===== src/rtl/pc_branch_aluctl.sv =====
// Instruction-sequencing support for the single-cycle MIPS core: PC register,
// branch-taken qualifier and ALU-control decode.
module pc_branch_aluctl #(
  parameter int                ADDR_W     = 32,
  parameter logic [ADDR_W-1:0] RESET_ADDR = 32'h0000_0000,
  parameter logic [3:0]        LOAD_PHASE = 4'd9
) (
  input  logic              clk,
  input  logic              reset,
  input  logic [3:0]        cont,
  input  logic [ADDR_W-1:0] end_entrada,
  output logic [ADDR_W-1:0] end_saida,
  input  logic              branch,
  input  logic              zero,
  output logic              and_branch,
  input  logic [1:0]        aluop,
  input  logic [5:0]        funct,
  output logic [3:0]        controle_ula
);

  logic [ADDR_W-1:0] pc_d;
  logic [ADDR_W-1:0] pc_q;

  // aluop is resolved first so funct never reaches the output for 00/01.
  function automatic logic [3:0] alu_decode(input logic [1:0] op, input logic [5:0] fn);
    logic [3:0] code;
    code = 4'b1111;
    case (op)
      2'b00: code = 4'b0010;
      2'b01: code = 4'b0110;
      2'b10: begin
        case (fn)
          6'b100000: code = 4'b0010;
          6'b100010: code = 4'b0110;
          6'b100100: code = 4'b0000;
          6'b100101: code = 4'b0001;
          6'b101010: code = 4'b0111;
          6'b100111: code = 4'b1100;
          default:   code = 4'b1111;
        endcase
      end
      default: code = 4'b1111;
    endcase
    return code;
  endfunction

  always_comb begin
    pc_d = pc_q;
    if (cont == LOAD_PHASE) pc_d = end_entrada;
  end

  always_ff @(posedge clk) begin
    if (reset) pc_q <= RESET_ADDR;
    else       pc_q <= pc_d;
  end

  assign end_saida    = pc_q;
  assign and_branch   = branch & zero;
  assign controle_ula = alu_decode(aluop, funct);

endmodule


===== config.mk =====
export PLATFORM = sky130hd
export DESIGN_NAME = pc_branch_aluctl
export DESIGN_NICKNAME = d
export VERILOG_FILES = /design/src/rtl/pc_branch_aluctl.sv
export SDC_FILE = /design/constraint.sdc
export NUM_CORES = 1
export LEC_CHECK = 0
export BUFFER_PORTS_ARGS = -buffer_cell sky130_fd_sc_hd__buf_2
export CORE_ASPECT_RATIO = 1.2
export CORE_MARGIN = 8
export CORE_UTILIZATION = 39
export DETAILED_ROUTE_END_ITERATION = 6
export PLACE_DENSITY_LB_ADDON = 0.1
export SLEW_MARGIN = 15
export SYNTH_ARGS = -nofsm -noshare
export SYNTH_HDL_FRONTEND = slang
export SYNTH_SLANG_ARGS = --single-unit

===== constraint.sdc =====
create_clock -name clk -period 2.5 [get_ports clk]
set_clock_uncertainty 0.05 [all_clocks]
set_input_delay 0.5 -clock clk [delete_from_list [all_inputs] [get_ports clk]]
set_output_delay 0.5 -clock clk [all_outputs]
set_load 0.03 [all_outputs]

==> results of run 1 <==
==> worst max-delay path, cell delays in order <==
cell	delay (ns)
buf_2	0.12
nand2b_1	0.14
or3_1	0.36
a31oi_1	0.16
buf_2	0.22
==> where the power goes <==
| group | internal, mW | total [mW] | switching (mW) |
|---|---|---|---|
| registers | 0.521 | 0.525 | 0.00463 |
| logic | 0.0532 | 0.133 | 0.0794 |
| clock network | 0.295 | 0.472 | 0.177 |
| total | 0.869 | 1.13 | 0.261 |
==> path summary, 6_finish.rpt <==
| kind | end | cells after the start | slack, ns |
|---|---|---|---|
| worst max-delay path | controle_ula[3] | 5 | 0.45 |
| worst max register to register | end_saida[1] | 2 | 1.82 |
| worst min register to register | end_saida[13] | 2 | 0.40 |
| worst min-delay path | end_saida[13] | 2 | 0.40 |
==> kinds of logic after synthesis <==
logic type	count (synthesis)	share of synthesized area [%]
AO/OA/AOI/OAI	39	18.9
buffers and inverters	13	5.88
flip-flops	32	48.6
AND/OR/NAND/NOR	77	26.7
==> cell usage after synthesis, drive strengths merged (2+ instances only) <==
library cell | instances | area share, %
nand2b | 2 | 1.5
and2 | 2 | 0.95
inv | 2 | 0.57
and4bb | 3 | 2.8
a21oi | 32 | 15
buf | 8 | 4.5
dfxtp | 32 | 49
clkbuf | 3 | 0.85
nand2 | 65 | 19
a31oi | 2 | 0.95
o21bai | 3 | 1.7
==> area by class of cell <==
type	count	share of cell area, %
inverter	2	0.408
tap	37	2.52
sequential	32	34.9
timing repair buffer	86	23.7
clock inverter	2	1.91
clock buffer	6	3.95
multi-input combinational	116	32.7
==> layer usage <==
layer  vias up  global-route usage, %  part of all wire [%]
li1        694                      -                     -
met1       584                   13.6                    43
met2        48                   19.5                    47
met3         6                   5.35                   8.3
met4         0                   6.78                   1.6
met5         -                      0                     0
==> per-stage QoR <==
stage / setup slack [ns] / area, um^2 / power (mW) / std cells / hold slack (ns)
after detailed placement: 0.451 / 1730 / 0.671 / 273 / 0.393
final: 0.452 / 1840 / 1.13 / 281 / 0.399
after global placement: 0.456 / 1730 / 0.671 / 273 / 0.391
after global routing: 0.370 / 1840 / 1.18 / 281 / 0.401
after floorplan: 0.410 / 1320 / 0.611 / 161 / 0.519
after CTS: 0.451 / 1840 / 1.15 / 281 / 0.396
==> summary.md, run 1 <==
| Metric | Value |
|---|---|
| DRC marker count from the first detailed-route iteration | `65` |
| Global-route wire length before repair | `5660 um` |
| Initial DRT Pass Iterations | `4` |
| Max VDD drop | `~0.0005 V` |
| Max Fclk | `between 400 and 500 MHz` |
| Total GRT Usage | `around 12%` |
| Post-synth EDFFs | `0` |
| RSZ-0062 raised after global routing | `no` |
| Async S/R FF share, synth | `0%` |
| Port bufs | `84` |
| Reg-to-Reg Start | `end_saida[1]` |
| Net count, final | `291` |
| Die W | `69.1 um` |
| Hold Crit Class | `reg2reg` |
| Worst path arrival time | `roughly 1.5 ns` |
| Crit start category | `input pin` |
| CP max FO | `5` |
| Area growth, synth to finish | `39.4%` |
| Die area | `roughly 5500 um^2` |
| Die H | `approximately 80 um` |
| Measured slew at the worst slew-check pin | `just under 0.7 ns` |
| Final Hold Violating Endpoints | `0` |
| Gpl congestion | `0.662` |
| FF+latch count, synth | `32` |
| Core region area | `between 3000 and 4000 um^2` |
| Final setup vio count | `0` |
| Fin crit period | `between 2 and 2.5 ns` |
| YS warnings | `0` |
| # IOs | `between 80 and 90` |
| Initial antenna violation count | `0` |
| Library cells used by synthesis | `22` |
| Vias per cell | `around 4.7` |
| DRC | `0` |
| Root buffer cell | `clkbuf_8` |
| Vias | `around 1300` |
| Commonest non-fill, non-tap cell in the layout | `buf_2` |
| Main synth FF type | `dfxtp_1` |
| Syn Std Cell Area | `around 1300 um^2` |
| Hold_buf cts | `0` |
| ANT nets after route | `0` |
| Hpwl dp | `between 2000 and 3000 um` |
| TNS Setup | `0 ns` |
| Starting Density | `~40%` |
| Skew-Pair Late Insertion Delay | `between 0.2 and 0.3 ns` |
| Register area share after synthesis | `48.6%` |
| Layout cells sized above 1 | `between 40% and 50%` |
| Filler cell count | `about 360` |
| Total grt overflow | `0` |
| WL per Instance | `between 10 and 15 um` |
| Post-layout util | `roughly 56%` |
| Post-CTS Resized | `0` |
| Clock transition at path regs | `about 0.06 ns` |
| Slew Limit Fails | `0` |
| Largest net degree at the start of global routing | `33` |
| Multi-input gate area | `~600 um^2` |
| Clk buf depth | `2` |
| H-Tree Depth | `2` |
| Critical setup path kind | `in2out` |
| TritonCTS Buffers | `5` |
| Final period util | `around four fifths` |
| Crit. Startpoint | `funct[3]` |
| Setup crit end kind | `output pin` |
| Leakage power | `0.846 nW` |
| N_diodes | `0` |
| Commonest cells after routing, fill and taps aside | `buf_2 (84), nand2_1 (65), dfxtp_1 (32), a21oi_1 (22), a21oi_2 (10)` |
| Via count of the first global-routing pass | `1291` |
| CTS tree | `built` |
| WL final | `between 3000 and 4000 um` |
| Clk sinks | `32` |
| Hold_sp | `end_saida[13]` |
| Worst EP required | `1.95 ns` |
| Cells after synthesis | `approximately 160` |
| Row cnt | `23` |
| Largest register FFs | `32` |
| Run status | `finished, final reports clean` |
| Max cap viols | `0` |
| Syn nets | `roughly 210` |
| Power per cell area | `slightly above 600 nW/um^2` |
| Slew headroom | `54.1%` |
| Post-CTS Setup Inserts | `0` |
| Register area | `approximately 640 um^2` |
| Avg Cell Area, Syn | `8.19 um^2` |
(Power assumes the default switching activity.)
==> run 2: changes to the inputs <==
--- a/config.mk
+++ b/config.mk
@@ -5,6 +5,7 @@
 export SDC_FILE = /design/constraint.sdc
 export NUM_CORES = 1
 export LEC_CHECK = 0
+export ABC_AREA = 1
 export BUFFER_PORTS_ARGS = -buffer_cell sky130_fd_sc_hd__buf_2
 export CORE_ASPECT_RATIO = 1.2
 export CORE_MARGIN = 8
==> constraint.sdc (replaced) <==
create_clock -name clk -period 1.7 [get_ports clk]
set_clock_uncertainty 0.05 [all_clocks]
set_input_delay 0.34 -clock clk [delete_from_list [all_inputs] [get_ports clk]]
set_output_delay 0.34 -clock clk [all_outputs]
set_load 0.03 [all_outputs]
==> summary.md, run 2 <==
| Metric | Value |
|---|---|
| Worst slack, placed | `0.0688 ns (-0.382 ns)` |
| Die area | `6120 um^2 (+11%)` |
| Avg Cell Area, Syn | `8.38 um^2 (+2.3%)` |
| Max VDD drop | `0.000442 V (-12%)` |
| Hold_buf cts | `0 (unchanged)` |
| Setup crit end kind | `output pin` |
| Post-synth EDFFs | `0 (unchanged)` |
| Syn nets | `228 (+9.1%)` |
| R2r endpoint | `end_saida[9]` |
| Register area share after synthesis | `42.5% (-6.1 points)` |
| Skew-Pair Late Insertion Delay | `0.27 ns (about the same)` |
| H-Tree Depth | `2 (unchanged)` |
| RSZ-0062 raised after global routing | `no` |
| # IOs | `85 (unchanged)` |
| Hold EP | `end_saida[5]` |
| Critical setup path kind | `in2out` |
| Initial antenna violation count | `0 (unchanged)` |
| Library cells used by synthesis | `16 (-27%)` |
| Slew Limit Fails | `0 (unchanged)` |
| TritonCTS Buffers | `5 (unchanged)` |
| Port bufs | `84 (unchanged)` |
| Async S/R FF share, synth | `0% (unchanged)` |
| Die W | `72.8 um (+5.3%)` |
| Measured slew at the worst slew-check pin | `0.327 ns (-0.362 ns)` |
| YS warnings | `0 (unchanged)` |
| Die H | `84.1 um (+5.5%)` |
| Busiest layer in global routing | `met2` |
| Hold Path Depth | `3 (+1)` |
| Reg2Reg Depth | `2 (unchanged)` |
| Net count, final | `314 (+7.9%)` |
| Vias per cell | `4.43 (-6.5%)` |
| Gpl congestion | `0.820 (+24%)` |
| Fin crit period | `1.60 ns` |
| Run status | `finished, final reports clean` |
| Leakage power | `0.911 nW (+7.6%)` |
| Max cap viols | `0 (unchanged)` |
| TNS Setup | `0 ns (unchanged)` |
| Final setup vio count | `0 (unchanged)` |
| Largest cells by area after synthesis | `dfxtp_1 (42%), a21oi_2 (17%), nand2_2 (12%)` |
| Met1 Use GR | `13.8% (+0.21 points)` |
| Largest net degree at the start of global routing | `33 (unchanged)` |
| Final period util | `~94%` |
| CP max FO | `6 (+1)` |
| Leading area contributor after synthesis | `dfxtp_1` |
| Syn Std Cell Area | `1510 um^2 (+14%)` |
| Hold Crit Class | `in2reg` |
| Hold_sp | `end_entrada[5]` |
| Area share of the largest cell type after synthesis | `42.5% (-6.1 points)` |
| Layout cells sized above 1 | `59.8% (+16 points)` |
| Final WS setup | `0.105 ns (-0.347 ns)` |
| Total grt overflow | `0 (unchanged)` |
| Commonest non-fill, non-tap cell in the layout | `buf_2` |
| Commonest cells after routing, fill and taps aside | `buf_2 (83), nand2_1 (41), dfxtp_1 (32), nand2_2 (30), a21oi_2 (30)` |
| Area growth, synth to finish | `35.1%` |
| R2R setup slack | `1.04 ns (-0.78 ns)` |
| Most common cell in the netlist | `nand2_1` |
| FF+latch count, synth | `32 (unchanged)` |
| WL per Instance | `12.1 um (-4.0%)` |
| DRC | `0 (unchanged)` |
| Row cnt | `24 (+4.3%)` |
| ANT nets after route | `0 (unchanged)` |
| Root buffer cell | `clkbuf_8` |
| Largest register FFs | `32 (unchanged)` |
| Reg-to-Reg Start | `end_saida[9]` |
| Clock transition at path regs | `0.06 ns (about the same)` |
| Starting Density | `41.2% (+0.96 points)` |
| Met3 Track Usage GR | `6.85% (+1.5 points)` |
| WL final | `3850 um (+8.6%)` |
| Worst EP required | `1.31 ns (-0.64 ns)` |
| Clk buf depth | `2 (unchanged)` |
| Global-route wire length before repair | `6200 um (+9.6%)` |
| CTS tree | `built` |
| Final Hold Violating Endpoints | `0 (unchanged)` |
| Max Fclk | `approximately 630 MHz` |
| Worst path arrival time | `1.21 ns (-0.29 ns)` |
| Top cell types by occurrence after synthesis | `nand2_1 (41), dfxtp_1 (32), a21oi_2 (30), nand2_2 (30), nor2_1 (10)` |
| Crit start category | `input pin` |
| N_diodes | `0 (unchanged)` |
| Slew headroom | `78.2% (+24 points)` |
| Vias | `1410 (+5.9%)` |
| Cells after synthesis | `180 (+12%)` |
| Hpwl dp | `2890 um (+11%)` |
| Total GRT Usage | `12.5% (+0.23 points)` |
| M2 GR Usage | `19.4% (-0.070 points)` |
| Core region area | `3660 um^2 (+12%)` |
| Main synth FF type | `dfxtp_1` |
| Initial DRT Pass Iterations | `4 (unchanged)` |
| Power per cell area | `754 nW/um^2 (+23%)` |
| DRC marker count from the first detailed-route iteration | `82 (+26%)` |
| Clk sinks | `32 (unchanged)` |
| Via count of the first global-routing pass | `1427 (+11%)` |
-- run 2: cell count changes in the layout (fill, tap and decap cells not counted), sizes merged, moves of 6 or more --
cell | before | now
nand2 | 65 | 71
nor2 | 0 | 12
nand3 | 0 | 10
inv | 2 | 8
-- run 2: layer usage --
layer  up-vias  wire [um]
met5         -          0
met4         0         32
met3         4        425
met2        59       1780
met1       607       1610
li1        740          -
-- run 2: through the flow --
stage               hold WS (ns)  instances  area, um^2  power (mW)  utilization, %
global route               0.246        318        2040        1.61            55.6
CTS                        0.245        318        2030        1.56            55.3
floorplan                  0.359        180        1510       0.921               -
detailed placement         0.409        311        1950        1.02            53.2
finish                     0.258        318        2040        1.54            55.6
global placement           0.402        311        1950        1.02            53.2
-- run 2: final cells by class --
| cell class | instances | area (um^2) |
|---|---|---|
| Multi-Input combinational cell | 128 | 746 |
| Fill cell | 375 | 1630 |
| Inverter | 11 | 42.5 |
| Sequential cell | 32 | 641 |
| Timing Repair Buffer | 88 | 465 |
| Clock inverter | 1 | 5.00 |
| Tap cell | 52 | 65.1 |
| Clock buffer | 6 | 72.6 |
-- run 2: kinds of logic after synthesis --
logic type,Yosys count,synth area share (%)
AOI/OAI and AO/OA,35,19.3
buffers and inverters,20,8.55
DFF,32,42.5
and+or+nand+nor,93,29.6
-- run 2: how the worst max path moves through the flow --
| stage | from | endpoint | slack, ns | cells past startpoint |
|---|---|---|---|---|
| 2_1_floorplan | funct[5] | controle_ula[3] | 0.08 | 6 |
| 3_3_place_gp | funct[4] | controle_ula[3] | 0.11 | 7 |
| 3_5_place_dp | funct[4] | controle_ula[0] | 0.07 | 8 |
| 4_1_cts | funct[0] | controle_ula[0] | 0.07 | 9 |
| 5_1_grt | funct[0] | controle_ula[0] | 0.009 | 9 |
| 6_report | funct[0] | controle_ula[0] | 0.10 | 9 |
-- run 2: repair_timing --
item	4_1_cts	5_1_grt
gates resized for setup	0	4
buffers inserted	0	0
endpoints found under the setup margin	0	2
-- run 2: power breakdown --
group          internal [mW]  switching (mW)  total (mW)
Combinational         0.0878           0.145       0.232
Clock                  0.278           0.252       0.530
Sequential             0.766         0.00721       0.773
-- run 2: critical path, stage by stage --
cell and delay [ns]:
buf_2 0.11, clkinv_1 0.10, nand2_1 0.06, nand3_1 0.11, clkinv_1 0.09, nor2_1 0.11
nor2_1 0.05, nor2_1 0.08, buf_4 0.16
